`src/rtl/route_cmd_seq.sv`:
```
// route_cmd_seq: FIFO-fed route sequencer executing 2-bit veer/turn opcodes back to back.
// Define ROUTE_ABORT_EN to add the `abort` input (flush queue, return to IDLE).
module route_cmd_seq #(
    parameter int          CMD_W     = 16,
    parameter int          DEPTH     = 4,
    parameter int          NUM_BMP   = 2,
    parameter int          TURN1_CYC = 655360,
    parameter int          TURN2_CYC = 1048576,
    parameter int          DBNC_CYC  = 131072,
    parameter logic [15:0] VEER_MAG  = 16'h340,
    parameter logic [15:0] TURN1_MAG = 16'h1E0,
    parameter logic [15:0] TURN2_MAG = 16'h380
) (
    input  logic                     clk,
    input  logic                     rst,
    input  logic [CMD_W-1:0]         cmd,
    input  logic                     cmd_vld,
    output logic                     cmd_rdy,
    input  logic                     line_present,
    input  logic [NUM_BMP-1:0]       bmp_n,
`ifdef ROUTE_ABORT_EN
    input  logic                     abort,
`endif
    output logic                     go,
    output logic signed [15:0]       err_opn_lp,
    output logic                     buzz,
    output logic                     busy,
    output logic [$clog2(DEPTH):0]   fifo_cnt
);

    localparam int PTR_W   = $clog2(DEPTH);
    localparam int CNT_W   = PTR_W + 1;
    localparam int TURN_MX = (TURN1_CYC > TURN2_CYC) ? TURN1_CYC : TURN2_CYC;
    localparam int TMR_MX  = (TURN_MX > DBNC_CYC) ? TURN_MX : DBNC_CYC;
    localparam int TMR_W   = $clog2(TMR_MX);

    localparam logic [TMR_W-1:0] TMR_SAT  = '1;
    localparam logic [TMR_W-1:0] T1_END   = TMR_W'(TURN1_CYC - 1);
    localparam logic [TMR_W-1:0] T2_END   = TMR_W'(TURN2_CYC - 1);
    localparam logic [TMR_W-1:0] DB_END   = TMR_W'(DBNC_CYC - 1);
    localparam logic [CNT_W-1:0] CNT_FULL = CNT_W'(DEPTH);

    typedef enum logic [2:0] {
        S_IDLE, S_MOVE, S_VEER, S_TURN_A, S_TURN_B, S_AWAIT_LINE, S_COLLISION
    } state_t;

    state_t            state, state_n;
    logic [CMD_W-1:0]  mem [DEPTH];
    logic [PTR_W-1:0]  wr_ptr, rd_ptr;
    logic [CNT_W-1:0]  cnt_n;
    logic [CMD_W-1:0]  sreg;
    logic [TMR_W-1:0]  tmr;
    logic              last_r;
    logic              push, pop, retire, tmr_clr, buzz_tgl;
    logic              abort_i, fifo_empty, bump;
    logic [1:0]        op;

`ifdef ROUTE_ABORT_EN
    assign abort_i = abort;
`else
    assign abort_i = 1'b0;
`endif

    assign fifo_empty = (fifo_cnt == '0);
    assign bump       = ~&bmp_n;
    assign op         = sreg[1:0];
    assign push       = cmd_vld && cmd_rdy && !abort_i;
    assign busy       = (state != S_IDLE);

    // NOTE: every variable driven here gets a default first, so no path can infer a latch.
    always_comb begin
        state_n  = state;
        go       = 1'b0;
        pop      = 1'b0;
        retire   = 1'b0;
        tmr_clr  = 1'b0;
        buzz_tgl = 1'b0;
        case (state)
            S_IDLE: if (!fifo_empty && line_present) begin
                pop     = 1'b1;
                go      = 1'b1;
                state_n = S_MOVE;
            end
            S_MOVE: begin
                go = 1'b1;
                if (line_present && bump) begin
                    state_n  = S_COLLISION;
                    go       = 1'b0;
                    tmr_clr  = 1'b1;
                    buzz_tgl = 1'b1;
                end else if (!line_present) begin
                    if (op == 2'b11) begin
                        state_n = S_TURN_A;
                        go      = 1'b0;
                        tmr_clr = 1'b1;
                    end else if (op != 2'b00) begin
                        state_n = S_VEER;
                    end else if (!fifo_empty) begin
                        pop = 1'b1;
                    end else begin
                        state_n = S_IDLE;
                        go      = 1'b0;
                    end
                end
            end
            S_VEER: begin
                go = 1'b1;
                if (line_present) begin
                    retire  = 1'b1;
                    state_n = S_MOVE;
                end
            end
            S_TURN_A: begin
                go = 1'b1;
                if (tmr == T1_END) begin
                    go      = 1'b0;
                    tmr_clr = 1'b1;
                    state_n = S_TURN_B;
                end
            end
            S_TURN_B: begin
                go = 1'b1;
                if (tmr == T2_END) state_n = S_AWAIT_LINE;
            end
            S_AWAIT_LINE: begin
                go = 1'b1;
                if (line_present) begin
                    retire  = 1'b1;
                    state_n = S_MOVE;
                end
            end
            S_COLLISION: begin
                if (&bmp_n) begin
                    state_n = S_MOVE;
                end else if (tmr == DB_END) begin
                    buzz_tgl = 1'b1;
                    tmr_clr  = 1'b1;
                end
            end
            default: state_n = S_IDLE;
        endcase
        if (abort_i) state_n = S_IDLE;
    end

    // A veer steers toward the opcode being executed; last_r adopts it only when it retires.
    always_comb begin
        err_opn_lp = '0;
        case (state)
            S_VEER:   err_opn_lp = sreg[0] ? VEER_MAG : -VEER_MAG;
            S_TURN_A: err_opn_lp = last_r ? -TURN1_MAG : TURN1_MAG;
            S_TURN_B: err_opn_lp = last_r ? TURN2_MAG : -TURN2_MAG;
            default:  err_opn_lp = '0;
        endcase
    end

    always_comb begin
        cnt_n = fifo_cnt;
        if (push && !pop)      cnt_n = fifo_cnt + CNT_W'(1);
        else if (pop && !push) cnt_n = fifo_cnt - CNT_W'(1);
    end

    // NOTE: sequential state uses non-blocking assignments so all flops update together at the edge.
    always_ff @(posedge clk or posedge rst) begin
        if (rst) state <= S_IDLE;
        else     state <= state_n;
    end

    // NOTE: the storage array is deliberately not reset; pointers and count define what is valid.
    always_ff @(posedge clk) begin
        if (push) mem[wr_ptr] <= cmd;
    end

    always_ff @(posedge clk or posedge rst) begin
        if (rst) begin
            wr_ptr   <= '0;
            rd_ptr   <= '0;
            fifo_cnt <= '0;
            cmd_rdy  <= 1'b1;
        end else if (abort_i) begin
            wr_ptr   <= '0;
            rd_ptr   <= '0;
            fifo_cnt <= '0;
            cmd_rdy  <= 1'b1;
        end else begin
            if (push) wr_ptr <= wr_ptr + PTR_W'(1);
            if (pop)  rd_ptr <= rd_ptr + PTR_W'(1);
            fifo_cnt <= cnt_n;
            cmd_rdy  <= (cnt_n != CNT_FULL);
        end
    end

    always_ff @(posedge clk or posedge rst) begin
        if (rst) begin
            sreg   <= '0;
            last_r <= 1'b0;
        end else if (abort_i) begin
            sreg   <= '0;
        end else if (pop) begin
            sreg   <= mem[rd_ptr];
        end else if (retire) begin
            sreg   <= sreg >> 2;
            last_r <= sreg[0];
        end
    end

    // Timer saturates rather than wrapping so long waits can never alias a terminal count.
    always_ff @(posedge clk or posedge rst) begin
        if (rst)                 tmr <= '0;
        else if (tmr_clr)        tmr <= '0;
        else if (tmr != TMR_SAT) tmr <= tmr + TMR_W'(1);
    end

    always_ff @(posedge clk or posedge rst) begin
        if (rst)                         buzz <= 1'b0;
        else if (state_n != S_COLLISION) buzz <= 1'b0;
        else if (buzz_tgl)               buzz <= ~buzz;
    end

endmodule

```
`config.mk`:
```
export PLATFORM = sky130hd
export DESIGN_NAME = route_cmd_seq
export DESIGN_NICKNAME = d
export VERILOG_FILES = /design/src/rtl/route_cmd_seq.sv
export SDC_FILE = /design/constraint.sdc
export NUM_CORES = 1
export LEC_CHECK = 0
export CAP_MARGIN = 25
export CORE_MARGIN = 10
export CORE_UTILIZATION = 58
export CTS_CLUSTER_DIAMETER = 50
export CTS_CLUSTER_SIZE = 40
export DETAILED_ROUTE_END_ITERATION = 16
export PLACE_DENSITY = 0.8
export REMOVE_ABC_BUFFERS = 1
export SLEW_MARGIN = 20
export SYNTH_ARGS = -nofsm -noshare
export SYNTH_HDL_FRONTEND = slang
export SYNTH_SLANG_ARGS = --single-unit
```
`constraint.sdc`:
```
create_clock -name clk -period 2.38 [get_ports clk]
set_input_delay 0.595 -clock clk [delete_from_list [all_inputs] [get_ports clk]]
set_output_delay 0.595 -clock clk [all_outputs]
set_load 0.02 [all_outputs]
```
==> results by group <==
Status
  • Status: complete, but fails checks
  • Failing checks: negative setup slack

Timing
  • Minimum clock period after layout: 2.77 ns
  • Slew @ Worst Pin: 0.734 ns
  • Final Worst Setup Slack: -0.392 ns
  • Setup Skew: 0.0154 ns
  • Peak Freq: 361 MHz
  • Slew Viols, Final: 0
  • Fin Setup TNS: -0.501 ns
  • Final hold vios: 0
  • Tcrit/Tclk final: 1.16
  • Max_slew headroom: 0.510
  • RSZ-0062 raised after global routing: true
  • Final setup fails: 6

Placed design
  • Placer congestion estimate: 0.907
  • DP HPWL: 7520 microns
  • IO Port Bufs: 39
  • Cell Area, Placed: 6210 sq um

Pwr
  • Clock share of power: 0.284
  • Sw frac: 0.335
  • Leak Pwr: 0.00284 uW
  • Switching pwr: 2890 uW
  • IR Drop Worst-Case VDD: 0.630 mV
  • Int Power: 5740 uW
  • Cell area power density: 1250 nW/um^2
  • Sequential power share: 0.329
  • Comb pwr share: 0.387

Routing
  • Via density: 5.92
  • Initial detailed-routing violation count: 240
  • Final ANT Viol Nets: 0
  • Drt wl/cell: 19.2 microns
  • Vias: 3766
  • DR pass1 iterations: 4
  • Routed WL: 12200 microns
  • # DRC: 0

Floorplanning
  • Die Span Y: 115 microns
  • Rows: 34
  • Die width: 115 microns
  • IO Pins: 45
  • Die area: 13300 sq um
  • Initial Utilization: 0.601
  • Core area: 8760 sq um

Synth
  • Number of flops mapped to enable cells by yosys: 64
  • Number of library cell types mapped by synthesis: 58
  • Cell area after synthesis: 5260 sq um
  • Seq/Total Area, Yosys: 0.598
  • Yosys reg bits: 113
  • Syn avg cell area: 12.9 sq um
  • Synth warnings: 0
  • Most used DFF post-synth: edfxtp_1
  • Cell count after synthesis: 407
  • Asr flop ratio synth: 0.434

Global route
  • Number of global-route vias before repair: 3852
  • Grt total ovfl: 0
  • Largest net degree at the start of global routing: 25
  • GRT Total Usage: 0.188
  • Antenna violations before repair: 0
  • First-pass GRT wire length: 19700 microns

Layout
  • Fin util: 0.791
  • Fill cells: 477
  • Layout cells sized above 1: 0.316
  • Final net count: 545
  • ANT cells: 0
  • Design area: 6930 sq um
  • Area Growth Syn to Fin: 31.6%

Worst setup path
  • Crit path arrival time: 2.18 ns
  • Crit Path Category: flop to output pin
  • Worst path required time: 1.78 ns
  • R2r setup slk: 0.18 ns
  • Crit. End Element: output pin
  • Worst Setup Start Kind: flop
  • Crit-path max FO: 5

CTS
  • Worst-path clk slew: 0.06 ns
  • Root buffer cell: clkbuf_8
  • # hold bufs at CTS: 0
  • CTS tree: done
  • Worst skew pair latency: 0.52 ns
  • Sink Count: 113
  • CTS H-Tree Depth: 4
  • CTS Buffer Depth: 2
  • Num CTS Buffers: 17

Hold path
  • Hold Crit Class: input pin to asynchronous set/reset pin

Job
  • Number of max-cap violations: 0
[kinds of logic (layout without fill, tap and decap cells)]
logic type	Yosys count	after routing	share of synthesized area
AND/OR/NAND/NOR	110	110	0.111
buffers and inverters	46	163	0.0414
adder cells (fa/ha/maj)	9	9	0.0209
XOR/XNOR	21	21	0.0349
flip-flops	113	113	0.598
multiplexers	18	18	0.0723
AO/OA/AOI/OAI	89	89	0.121
other	1	5	0.000712
[path summary, 6_finish.rpt]
check                                      start                  end  depth (start not counted)
hold reg to reg              sreg[5]$_DFFE_PP0P_  sreg[5]$_DFFE_PP0P_                          1
hold / removal                               rst  sreg[6]$_DFFE_PP0P_                          2
setup reg to reg             tmr[11]$_DFFE_PP0P_  tmr[17]$_DFFE_PP0P_                          6
min in group clk             sreg[5]$_DFFE_PP0P_  sreg[5]$_DFFE_PP0P_                          1
setup / recovery           fifo_cnt[0]$_DFF_PP0_                   go                          7
max in group asynchronous                    rst    cmd_rdy$_DFF_PP1_                          3
[cell usage after synthesis, types with 3 or more instances]
library cell	instances	area share
buf_2	5	0.0048
buf_4	10	0.014
a31oi_1	3	0.0036
nor4_1	5	0.0059
nand4_1	8	0.0095
nor2b_1	5	0.0059
ha_1	8	0.019
nand2_1	19	0.014
a211oi_1	7	0.010
o22ai_1	3	0.0036
nand3_1	8	0.0076
clkbuf_1	17	0.012
mux4_2	16	0.068
dfrtp_1	48	0.23
a21o_1	14	0.020
and2_1	3	0.0036
and3_1	8	0.0095
o21ai_0	14	0.013
a21oi_1	12	0.011
xnor2_1	20	0.033
a22o_1	16	0.027
nor2_1	26	0.019
nor3_1	6	0.0057
edfxtp_1	64	0.37
inv_1	12	0.0086
nand2b_1	6	0.0071
or2_2	4	0.0048
[final cells by class]
class / count / area (sq um) / share of cell area
Sequential cell: 113 / 3150 / 0.455
Multi-Input combinational cell: 252 / 2000 / 0.288
Timing Repair Buffer: 119 / 1030 / 0.148
Clock buffer: 18 / 418 / 0.0603
Clock inverter: 14 / 156 / 0.0226
Tap cell: 108 / 135 / 0.0195
Inverter: 12 / 45.0 / 0.00650
[cells in the final DEF, fill, tap and decap left out, types with 3 or more instances in the layout]
master / Yosys / layout
clkdlybuf4s50_1: 0 / 26
nand3_1: 8 / 8
a22o_1: 16 / 16
a211oi_1: 7 / 7
dfrtp_1: 48 / 46
edfxtp_1: 64 / 64
and3_1: 8 / 8
nand2b_4: 0 / 3
a21oi_1: 12 / 10
nor2b_1: 5 / 4
o21ai_0: 14 / 10
clkbuf_16: 0 / 16
conb_1: 1 / 5
nand2b_1: 6 / 3
buf_4: 10 / 76
buf_6: 0 / 10
nor2_1: 26 / 24
nand4_1: 8 / 8
o22ai_1: 3 / 3
inv_1: 12 / 10
or2_2: 4 / 4
nor3_1: 6 / 6
xnor2_1: 20 / 20
nor4_1: 5 / 3
o21ai_1: 1 / 3
and2_1: 3 / 3
clkinvlp_4: 0 / 4
inv_6: 0 / 4
a21o_1: 14 / 14
mux4_2: 16 / 16
a31oi_1: 3 / 3
nand2_1: 19 / 18
buf_12: 0 / 3
clkinv_4: 0 / 3
ha_1: 8 / 8
[sequential cells by signal, indices dropped and copies added (netlist names)]
signal / cells
buzz: 1
cmd_rdy: 1
fifo_cnt: 3
last_r: 1
mem: 64
rd_ptr: 2
sreg: 16
state: 3
tmr: 20
wr_ptr: 2
[what timing repair did]
| action | 4_1_cts | 5_1_grt |
|---|---|---|
| resized for setup | 71 | 20 |
| buffers inserted | 3 | 6 |
| setup endpoints to repair | 14 | 11 |
| pin swaps | 5 | 8 |
[power by group through the flow]
stage	clock (uW)	combinational (uW)	sequential [uW]
finish	2450	3340	2840
global route	2560	3590	2880
CTS	2480	3180	2840
detailed placement	0	3040	2840
global placement	0	2940	2820
floorplan	0	1620	2980
[metal layers]
layer  up-vias  track usage  wire, microns
met3        28       0.0563            592
met5         -            0              0
met4         0       0.0701            206
met2        94        0.324           6490
li1       1739            -              -
met1      1905        0.216           4940
[worst max-delay path, stage by stage, from the launching register on]
cell and delay (ns):
dfrtp_1 0.40, inv_1 0.09, ha_1 0.21, nand2b_4 0.09
a32oi_1 0.20, a21boi_0 0.34, o21ai_1 0.14, buf_4 0.18
[stage by stage]
step           std cells  hold WS [ns]  setup slack (ns)  power (uW)
2_1_floorplan        377         0.450             -1.59        4600
3_3_place_gp         595         0.460            -0.465        5760
3_5_place_dp         595         0.467            -0.488        5880
4_1_cts              630         0.368            -0.302        8500
5_1_grt              636         0.390            -0.487        9030
6_report             636         0.382            -0.392        8630
(Power assumes the default switching activity.)
